--- config.mk ---
export PLATFORM = sky130hd
export DESIGN_NAME = hyper_tape_port
export DESIGN_NICKNAME = d
export VERILOG_FILES = /design/src/rtl/hyper_tape_pkg.sv /design/src/rtl/hyper_tape_port_byte_fifo.sv /design/src/rtl/hyper_tape_port.sv
export SDC_FILE = /design/constraint.sdc
export NUM_CORES = 1
export LEC_CHECK = 0
export ABC_CLOCK_PERIOD_IN_PS = 7300
export BUFFER_PORTS_ARGS = -buffer_cell sky130_fd_sc_hd__buf_2
export CAP_MARGIN = 20
export CORE_MARGIN = 3
export CORE_UTILIZATION = 30
export DETAILED_ROUTE_END_ITERATION = 10
export GPL_TIMING_DRIVEN = 0
export HOLD_SLACK_MARGIN = 0.15
export MAX_ROUTING_LAYER = met4
export SYNTH_ARGS = -nofsm -noshare
export SYNTH_HDL_FRONTEND = slang
export SYNTH_HIERARCHICAL = 1
export SYNTH_SLANG_ARGS = --single-unit
--- constraint.sdc ---
create_clock -name clk -period 7.3 [get_ports clk]
set_clock_uncertainty 0.05 [all_clocks]
set_input_delay 0.73 -clock clk [delete_from_list [all_inputs] [get_ports clk]]
set_output_delay 0.73 -clock clk [all_outputs]
set_load 0.02 [all_outputs]
--- src/rtl/hyper_tape_pkg.sv ---
// Register map, status/ctrl bit positions and RX entry layout for hyper_tape_port.
// Pure definitions; no logic, no latency, no backpressure.
package hyper_tape_pkg;

  localparam logic REG_DATA = 1'b0;
  localparam logic REG_STAT = 1'b1;

  localparam int STAT_RX_NONEMPTY = 0;
  localparam int STAT_TX_FULL     = 1;
  localparam int STAT_EOF         = 2;
  localparam int STAT_TX_OVF      = 3;
  localparam int STAT_RX_UNF      = 4;

  localparam int CTRL_FLUSH   = 0;
  localparam int CTRL_CLR_ERR = 1;

  localparam logic [7:0] UNDERFLOW_DAT = 8'hFF;

  typedef struct packed {
    logic       last;
    logic [7:0] data;
  } rx_ent_t;

  function automatic logic [7:0] status_byte(input logic rx_nonempty, input logic tx_full,
                                             input logic eof, input logic tx_ovf,
                                             input logic rx_unf);
    logic [7:0] s;
    s                   = 8'h00;
    s[STAT_RX_NONEMPTY] = rx_nonempty;
    s[STAT_TX_FULL]     = tx_full;
    s[STAT_EOF]         = eof;
    s[STAT_TX_OVF]      = tx_ovf;
    s[STAT_RX_UNF]      = rx_unf;
    return s;
  endfunction

endpackage

--- src/rtl/hyper_tape_port_byte_fifo.sv ---
// Generic FIFO, dout = head combinationally (0 when empty); push visible next cycle.
// Backpressure: push ignored when full, pop ignored when empty, flush beats both.
module byte_fifo #(
  parameter int WIDTH = 8,
  parameter int DEPTH = 16
) (
  input  logic             clk,
  input  logic             reset_n,
  input  logic             push,
  input  logic             pop,
  input  logic             flush,
  input  logic [WIDTH-1:0] din,
  output logic [WIDTH-1:0] dout,
  output logic             full,
  output logic             empty
);

  localparam int AW = $clog2(DEPTH);
  localparam logic [AW:0]   FULL_CNT = DEPTH[AW:0];
  localparam logic [AW:0]   CNT_ONE  = 1;
  localparam logic [AW-1:0] PTR_ONE  = 1;

  logic [AW-1:0]    wr_ptr;
  logic [AW-1:0]    rd_ptr;
  logic [AW:0]      count;
  logic [WIDTH-1:0] mem [DEPTH];
  logic             do_push;
  logic             do_pop;

  assign full    = (count == FULL_CNT);
  assign empty   = (count == '0);
  assign do_push = push && !full;
  assign do_pop  = pop && !empty;
  // Gate the head so an empty FIFO never leaks uninitialised storage.
  assign dout    = empty ? '0 : mem[rd_ptr];

  always_ff @(posedge clk or negedge reset_n) begin
    if (!reset_n) begin
      wr_ptr <= '0;
      rd_ptr <= '0;
      count  <= '0;
    end else if (flush) begin
      wr_ptr <= '0;
      rd_ptr <= '0;
      count  <= '0;
    end else begin
      if (do_push) wr_ptr <= wr_ptr + PTR_ONE;
      if (do_pop)  rd_ptr <= rd_ptr + PTR_ONE;
      case ({do_push, do_pop})
        2'b10:   count <= count + CNT_ONE;
        2'b01:   count <= count - CNT_ONE;
        default: count <= count;
      endcase
    end
  end

  always_ff @(posedge clk) begin
    if (do_push) mem[wr_ptr] <= din;
  end

endmodule

--- src/rtl/hyper_tape_port.sv ---
// CPU byte port bridging ROM load/save routines to host RX/TX FIFOs; reads return 1 clk later.
// Backpressure: rx_ready = RX not full, tx_valid = TX not empty; CPU overrun/underrun set sticky flags.
module hyper_tape_port
  import hyper_tape_pkg::*;
#(
  parameter logic [15:0] BASE_ADDR = 16'h2100,
  parameter int          DEPTH     = 16
) (
  input  logic        clk,
  input  logic        reset_n,
  input  logic [15:0] a,
  input  logic [7:0]  d,
  input  logic        rd_n,
  input  logic        wr_n,
  input  logic        enable,
  output logic [7:0]  q,
  output logic        hit,
  input  logic [7:0]  rx_data,
  input  logic        rx_valid,
  input  logic        rx_last,
  output logic        rx_ready,
  output logic [7:0]  tx_data,
  output logic        tx_valid,
  input  logic        tx_ready
);

  logic       sel, off, rd_act, wr_act;
  logic       prev_rd_act, prev_wr_act, pop_pend;
  logic       rd_rise, rd_fall, wr_rise;
  logic       data_wr, ctrl_wr, flush, clr_err;
  logic       rx_push, rx_pop, rx_full, rx_empty;
  logic       tx_pop, tx_full, tx_empty;
  logic       eof, tx_ovf, rx_unf;
  rx_ent_t    rx_din, rx_head;
  logic [7:0] status, rd_mux;

  assign sel    = enable && (a[15:1] == BASE_ADDR[15:1]);
  assign off    = a[0];
  assign rd_act = sel && !rd_n;
  assign wr_act = sel && !wr_n;

  // Edge detection makes a held strobe count as a single access.
  assign rd_rise = rd_act && !prev_rd_act;
  assign rd_fall = prev_rd_act && !rd_act;
  assign wr_rise = wr_act && !prev_wr_act;

  assign data_wr = wr_rise && (off == REG_DATA);
  assign ctrl_wr = wr_rise && (off == REG_STAT);
  assign flush   = ctrl_wr && d[CTRL_FLUSH];
  assign clr_err = ctrl_wr && d[CTRL_CLR_ERR];

  assign rx_ready = !rx_full;
  assign rx_push  = rx_valid && rx_ready;
  assign rx_pop   = rd_fall && pop_pend;
  assign rx_din   = '{last: rx_last, data: rx_data};

  assign tx_valid = !tx_empty;
  assign tx_pop   = tx_valid && tx_ready;

  assign status = status_byte(!rx_empty, tx_full, eof, tx_ovf, rx_unf);
  assign rd_mux = (off == REG_STAT) ? status :
                  (rx_empty ? UNDERFLOW_DAT : rx_head.data);

  byte_fifo #(.WIDTH(9), .DEPTH(DEPTH)) u_rx_fifo (
    .clk     (clk),
    .reset_n (reset_n),
    .push    (rx_push),
    .pop     (rx_pop),
    .flush   (flush),
    .din     (rx_din),
    .dout    (rx_head),
    .full    (rx_full),
    .empty   (rx_empty)
  );

  byte_fifo #(.WIDTH(8), .DEPTH(DEPTH)) u_tx_fifo (
    .clk     (clk),
    .reset_n (reset_n),
    .push    (data_wr),
    .pop     (tx_pop),
    .flush   (flush),
    .din     (d),
    .dout    (tx_data),
    .full    (tx_full),
    .empty   (tx_empty)
  );

  // q is captured once at access start and held, so the CPU sees a stable byte.
  always_ff @(posedge clk or negedge reset_n) begin
    if (!reset_n) begin
      prev_rd_act <= 1'b0;
      prev_wr_act <= 1'b0;
      pop_pend    <= 1'b0;
      q           <= 8'h00;
      hit         <= 1'b0;
    end else begin
      prev_rd_act <= rd_act;
      prev_wr_act <= wr_act;
      if (rd_rise) begin
        q        <= rd_mux;
        hit      <= 1'b1;
        pop_pend <= (off == REG_DATA) && !rx_empty;
      end else if (!rd_act) begin
        q        <= 8'h00;
        hit      <= 1'b0;
        pop_pend <= 1'b0;
      end
      if (flush) pop_pend <= 1'b0;
    end
  end

  always_ff @(posedge clk or negedge reset_n) begin
    if (!reset_n) begin
      eof    <= 1'b0;
      tx_ovf <= 1'b0;
      rx_unf <= 1'b0;
    end else begin
      if (flush)
        eof <= 1'b0;
      else if (rx_pop && !rx_empty && rx_head.last)
        eof <= 1'b1;

      if (data_wr && tx_full)
        tx_ovf <= 1'b1;
      else if (clr_err)
        tx_ovf <= 1'b0;

      if (rd_rise && (off == REG_DATA) && rx_empty)
        rx_unf <= 1'b1;
      else if (clr_err)
        rx_unf <= 1'b0;
    end
  end

endmodule

Yosys cells after proc, flatten, opt, wreduce, memory -nomap -nowiden
Memories as Yosys holds them, arrays and structs flattened.
Index checks and enable logic that the tools add are counted.
Widths: inputs -> output; s select.
{ "classes": {"add_sub_neg": 8, "eq_ne": 9, "muxes": 31, "bitwise": 1, "reduce_logical": 42} }
{ "ops": {"columns": ["operator", "n"], "rows": [
  ["$mux 8", 5],
  ["$mux 4", 8],
  ["$logic_and 1x1->1", 22],
  ["$pmux 5 s2", 2],
  ["$add 4x1->4 const B", 4],
  ["$eq 15x13->1 const B", 1],
  ["$reduce_bool 2->1", 7],
  ["$mux 1", 13],
  ["$add 5x1->5 const B", 2],
  ["$eq 5x5->1 const B", 2],
  ["$logic_not 5->1", 2],
  ["$mux 5", 2],
  ["$sub 5x1->5 const B", 2],
  ["$logic_not 1->1", 9],
  ["$mux 9", 1],
  ["$reduce_bool 3->1", 2],
  ["$eq 2x1->1 const B", 2],
  ["$eq 2x2->1 const B", 2],
  ["$ne 3x1->1 const B", 1],
  ["$ne 2x1->1 const B", 1],
  ["$not 1->1", 1]
]} }
{ "word_totals": {"regBits": 41, "ram_bits": 272, "input_bits": 40, "output_inout_bits": 19, "elab_cells": 107, "mem_count": 2} }
{ "mem_list": {"columns": ["name", "words", "width", "rd", "rd_ports_with_merged_regs", "write_ports", "line_no", "text"], "rows": [
  ["u_rx_fifo.mem", 16, 9, 1, 0, 1, "hyper_tape_port_byte_fifo.sv:26", "logic [WIDTH-1:0] mem [DEPTH];"],
  ["u_tx_fifo.mem", 16, 8, 1, 0, 1, "hyper_tape_port_byte_fifo.sv:26", null]
]} }

Depth between registers and ports, before layout
{ "logic_depth": {"word_depth": 10, "mapped_depth": 14, "depth_no_buf": 12} }

By module
Netlist, hierarchy kept.
{ "by_module_without_submodules": {"columns": ["mod", "n_inst", "cells_each", "area_per_inst_um2", "seq_area_each_um2"], "rows": [
  ["byte_fifo (u_rx_fifo)", 1, 353, 6577.6, 4649.5],
  ["byte_fifo (u_tx_fifo)", 1, 329, 5974.5, 4169.0],
  ["hyper_tape_port", 1, 91, 805.8, 375.4]
]} }

Worst setup path before layout
Ideal clock, no wire load.
{ "synth_timing": {"path_kind": "in2reg", "from": "in a[12]", "to": "reg u_rx_fifo.count[4]", "setup_time_ns": 0.125, "arrival_time_ns": 3.060, "required_ns": 7.125, "setup_slack_ns": 4.065, "cell_stages": 13, "n_path_buf": 1, "cell_sequence": "nor4_2 nand4_2 or2_4 and3_1 clkbuf_1 o21ai_2 a21oi_1 xor2_1 ha_1 a31oi_1 o21ai_0 o41ai_1 a2111oi_0"} }
{ "synth_via": {"elab_chain_cells": 10, "word_cells_on_any_way": 16, "classes_between": "3 x eq/ne; 2 x mux; 11 x reduce/logical"} }
{ "synth_rtl": {"columns": ["element", "line_no", "text"], "rows": [
  ["from (decl)", "hyper_tape_port.sv:11", "input logic [15:0] a,"],
  ["$eq 15x13->1 *", "hyper_tape_port.sv:37", "assign sel = enable && (a[15:1] == BASE_ADDR[15:1]);"],
  ["$logic_and 1x1->1 *", "hyper_tape_port.sv:37", null],
  ["$logic_and 1x1->1 *", "hyper_tape_port.sv:39", "assign rd_act = sel && !rd_n;"],
  ["$logic_not 1->1 *", null, null],
  ["$logic_and 1x1->1 *", "hyper_tape_port.sv:44", "assign rd_fall = prev_rd_act && !rd_act;"],
  ["$logic_and 1x1->1 *", "hyper_tape_port.sv:54", "assign rx_pop = rd_fall && pop_pend;"],
  ["named net rx_pop", "hyper_tape_port.sv:31", "logic rx_push, rx_pop, rx_full, rx_empty;"],
  ["$logic_and 1x1->1 *", "hyper_tape_port_byte_fifo.sv:33", "assign do_pop = pop && !empty;"],
  ["$eq 2x1->1 / $eq 2x2->1 (equally long branches)", "hyper_tape_port_byte_fifo.sv:49", "case ({do_push, do_pop})"],
  ["$pmux 5 s2", "hyper_tape_port_byte_fifo.sv:49", null],
  ["$mux 5", "hyper_tape_port_byte_fifo.sv:42", "end else if (flush) begin"],
  ["to (signal assigned)", "hyper_tape_port_byte_fifo.sv:50", "2'b10: count <= count + CNT_ONE;"],
  ["to (signal assigned)", "hyper_tape_port_byte_fifo.sv:51", "2'b01: count <= count - CNT_ONE;"],
  ["to (signal assigned)", "hyper_tape_port_byte_fifo.sv:52", "default: count <= count;"],
  ["to (decl)", "hyper_tape_port_byte_fifo.sv:25", "logic [AW:0] count;"]
]} }
The timed path passes the listed nets; every way through them passes the cells marked *.
A chain may end at the register's enable or synchronous reset.

Worst setup path after layout
{ "layout_timing": {"from": "reg u_tx_fifo.count[1]", "to": "reg u_tx_fifo.count[4]"} }
{ "layout_via": {"elab_chain_cells": 7, "word_cells_on_any_way": 14, "classes_between": "2 x add/sub; 3 x eq/ne; 2 x mux; 7 x reduce/logical"} }
{ "layout_rtl": {"columns": ["element", "line_no", "text"], "rows": [
  ["from (decl)", "hyper_tape_port_byte_fifo.sv:25", null],
  ["from (signal assigned)", "hyper_tape_port_byte_fifo.sv:50", null],
  ["from (signal assigned)", "hyper_tape_port_byte_fifo.sv:51", null],
  ["from (signal assigned)", "hyper_tape_port_byte_fifo.sv:52", null],
  ["$logic_not 5->1 *", "hyper_tape_port_byte_fifo.sv:31", "assign empty = (count == '0);"],
  ["named net tx_empty", "hyper_tape_port.sv:32", "logic tx_pop, tx_full, tx_empty;"],
  ["$logic_not 1->1 *", "hyper_tape_port.sv:57", "assign tx_valid = !tx_empty;"],
  ["$logic_and 1x1->1 *", "hyper_tape_port.sv:58", "assign tx_pop = tx_valid && tx_ready;"],
  ["named net tx_pop", "hyper_tape_port.sv:32", null],
  ["$logic_and 1x1->1 *", "hyper_tape_port_byte_fifo.sv:33", null],
  ["$eq 2x1->1 / $eq 2x2->1 (equally long branches)", "hyper_tape_port_byte_fifo.sv:49", null],
  ["$pmux 5 s2", "hyper_tape_port_byte_fifo.sv:49", null],
  ["$mux 5", "hyper_tape_port_byte_fifo.sv:42", null]
]} }
Marked as above.

==> impl_metrics.toml <==
[outcome]
outcome = "complete, no violations"

[global_routing]
antenna_found_initial = 1
groute.usage.overall_pct = 12.4
grt_overflow = 0
grt_pass1_wl_um = 43700
grt_pass1_vias = 7120
grt_max_degree = 42

[worst_setup_path]
crit_required_ps = 7680
crit_top_cell = "buf_6"
crit_arrival_ps = 4360
crit_path_end_kind = "register"
crit_fanout = 10
cpMaxStageDelayCell = "nor2_1"
max_stage_delay_ps = 580
crit_type = "reg2reg"
start_kind = "register"
critical_path.cell_chain = "buf_6 > or4_4 > buf_6 > nor2_1 > nor2b_1 > clkbuf_1 > o21ai_2 > a21oi_1 > xor2_1 > ha_1 > a31oi_1 > o21ai_0 > o41ai_1 > a2111oi_0"

[timing]
rsz0062_at_grt = "no"
maxSlewViolCount = 0
max_freq_ghz = 0.252
setup-violations-final = 0
hold_violations = 0
period_needed_ps = 3980
fin_crit_sh_pct = 54.5
timing.setup.tns_ps = 0
fin_ws_ps = 3320
tightest_slew_ps = 993
relSlewSlack_pct = 33.5

[logic_synthesis]
synth_nets = 827
yosys_warnings = 6
synth_seq_cells = 313
synthArstFlopShare_pct = 13.1
synth_cells = 773
synth_top_area_share_pct = 61.1
seq_area_frac_synth_pct = 68.8
ys_top_cells_by_count = "edfxtp_1 (272), mux4_2 (68), nor2_1 (44)"
avgSynthCellArea_um2 = 17.3
yosysMostFrequentCell = "edfxtp_1"
netlist_area_um2 = 13400
yosysTopAreaCell = "edfxtp_1"
synth-edff-count = 272
ys_types = 52
synthFlopType = "edfxtp_1"
synth.area.top_cells = "edfxtp_1 (61%), mux4_2 (11%), dfrtp_1 (7.7%), a211oi_1 (2.0%), mux2i_1 (2.0%)"

[power]
ir_worst_vdd_uv = 207
finalPower_uw = 4890
cellPowerDensity_nw_per_um2 = 316
p_leak_uw = 0.00516

[floorplan]
start_util_pct = 30.7
core_area_um2 = 43600
rows = 76
dieArea_um2 = 47100
pin_count = 59
die_y_um = 217
die_width_um = 217

[clocking]
cts_tree = "built"
clkSinkCount = 313
root_buffer = "clkbuf_16"
h-tree-depth = 1
clkTransAtPathRegs_ps = 70
cts_setup_buffers = 0
cts_max_path_buffers = 3
cts_buffers = 31
clk_latency_ps = 570

[placement]
pre_cts_ws_ps = 3290
hpwl_um = 19000
gp_congestion = 0.756
io_buffers = 57

[route]
first_pass_iters = 5
viasPerCell = 4.86
drtAntennaViolNets = 0
vias = 7182
drc = 0
drt_iter0_drc = 620
drt_wl_total_um = 28700
wl_per_cell_um = 19.4

[final_layout]
syn_to_final_growth_pct = 15.9
antenna_cells = 0
drive_gt1_share_pct = 25.4
final_util_pct = 35.6
fin_nets = 921

[worst_hold_path]
hold_path.class = "in2reg"

[flow_run]
max_cap_viol_count = 0
cell type report:
cell class	count	area (um2)
buffer	52	255
clock buffer	41	843
clock inverter	17	181
fill	4133	28100
inverter	13	48.8
multi-input combinational	395	3910
sequential	313	9190
tap	585	732
timing repair buffer	61	328
placed cells by master, fill, tap and decap left out, types with 3 or more instances in the layout:
master      count
o41ai_1         3
clkinv_1        4
bufinv_16       3
mux2i_1        27
nor2b_1        32
buf_6           5
o32ai_1         4
mux2_1          4
o21ai_0        11
edfxtp_1      272
nand2_1         9
ha_1           14
clkbuf_8        3
nor3_1         18
dfrtp_1        41
xnor2_1         4
nor2_1         44
mux4_2         68
a211oi_1       36
clkbuf_16      31
inv_1          13
o211ai_1        6
clkinv_2        4
a31oi_1         4
nand2b_1        6
and4_1          8
clkinvlp_4      3
buf_2          76
and3_1         15
nor3b_2         8
a21oi_1        24
xor2_1         10
clkbuf_1       31
buf_1           5
sequential cells by signal (all words and copies together), names as in the netlist, 4 cells and up:
| name | cells |
|---|---|
| q | 8 |
| u_rx_fifo/count | 5 |
| u_rx_fifo/mem | 144 |
| u_rx_fifo/rd_ptr | 4 |
| u_rx_fifo/wr_ptr | 4 |
| u_tx_fifo/count | 5 |
| u_tx_fifo/mem | 128 |
| u_tx_fifo/rd_ptr | 4 |
| u_tx_fifo/wr_ptr | 4 |
cell families after synthesis:
family	Yosys count	synth area share [%]
AOI/OAI and AO/OA	102	5.31
xor gates and xnor gates	14	0.918
adders and majority gates	14	1.31
buffers and inverters	65	2.28
DFF	313	68.8
muxes	101	14.0
and+or+nand+nor	164	7.36
critical path, delay by kind of cell (launching register included):
family	cells	cell delay [ps]
and+or+nand+nor	3	1370
AOI/OAI and AO/OA	6	1030
buffers and inverters	3	600
DFF	1	370
adders and majority gates	1	250
xor gates and xnor gates	1	160
repair_timing:
action,4_1_cts,5_1_grt
hold endpoints to repair,0,4
hold buffers,0,1
gates resized for setup,0,0
metal layers:
metal  track usage [%]  routed length [um]  vias up
met1              16.7               12800     3689
met4              2.28                 439        0
met5                 -                   0        -
met2              20.0               14100      153
li1                  -                   -     3306
met3              2.18                1280       34
final timing paths:
check	startpoint	cells after the start	slack [ps]	to
setup / recovery	u_tx_fifo/count[1]	14	3320	u_tx_fifo/count[4]
hold / removal	wr_n	2	340	prev_wr_act
setup reg to reg	u_tx_fifo/count[1]	14	3320	u_tx_fifo/count[4]
hold reg to reg	rx_unf	2	460	rx_unf
max in group asynchronous	reset_n	3	6200	u_tx_fifo/count[3]
min in group asynchronous	reset_n	2	530	u_tx_fifo/rd_ptr[3]
stage by stage:
stage | std cells | area, um2 | hold WS [ps]
2_1_floorplan | 773 | 13400 | 384
3_3_place_gp | 1415 | 14400 | 453
3_5_place_dp | 1416 | 14400 | 450
4_1_cts | 1474 | 15400 | 306
5_1_grt | 1477 | 15500 | 323
6_report | 1477 | 15500 | 341
report_power, final:
group	leakage, uW	internal (uW)	switching [uW]
logic	0.00169	481	668
registers	0.00298	2080	66.6
clock network	0.000493	922	670
Power figures use the tool's default switching activity.
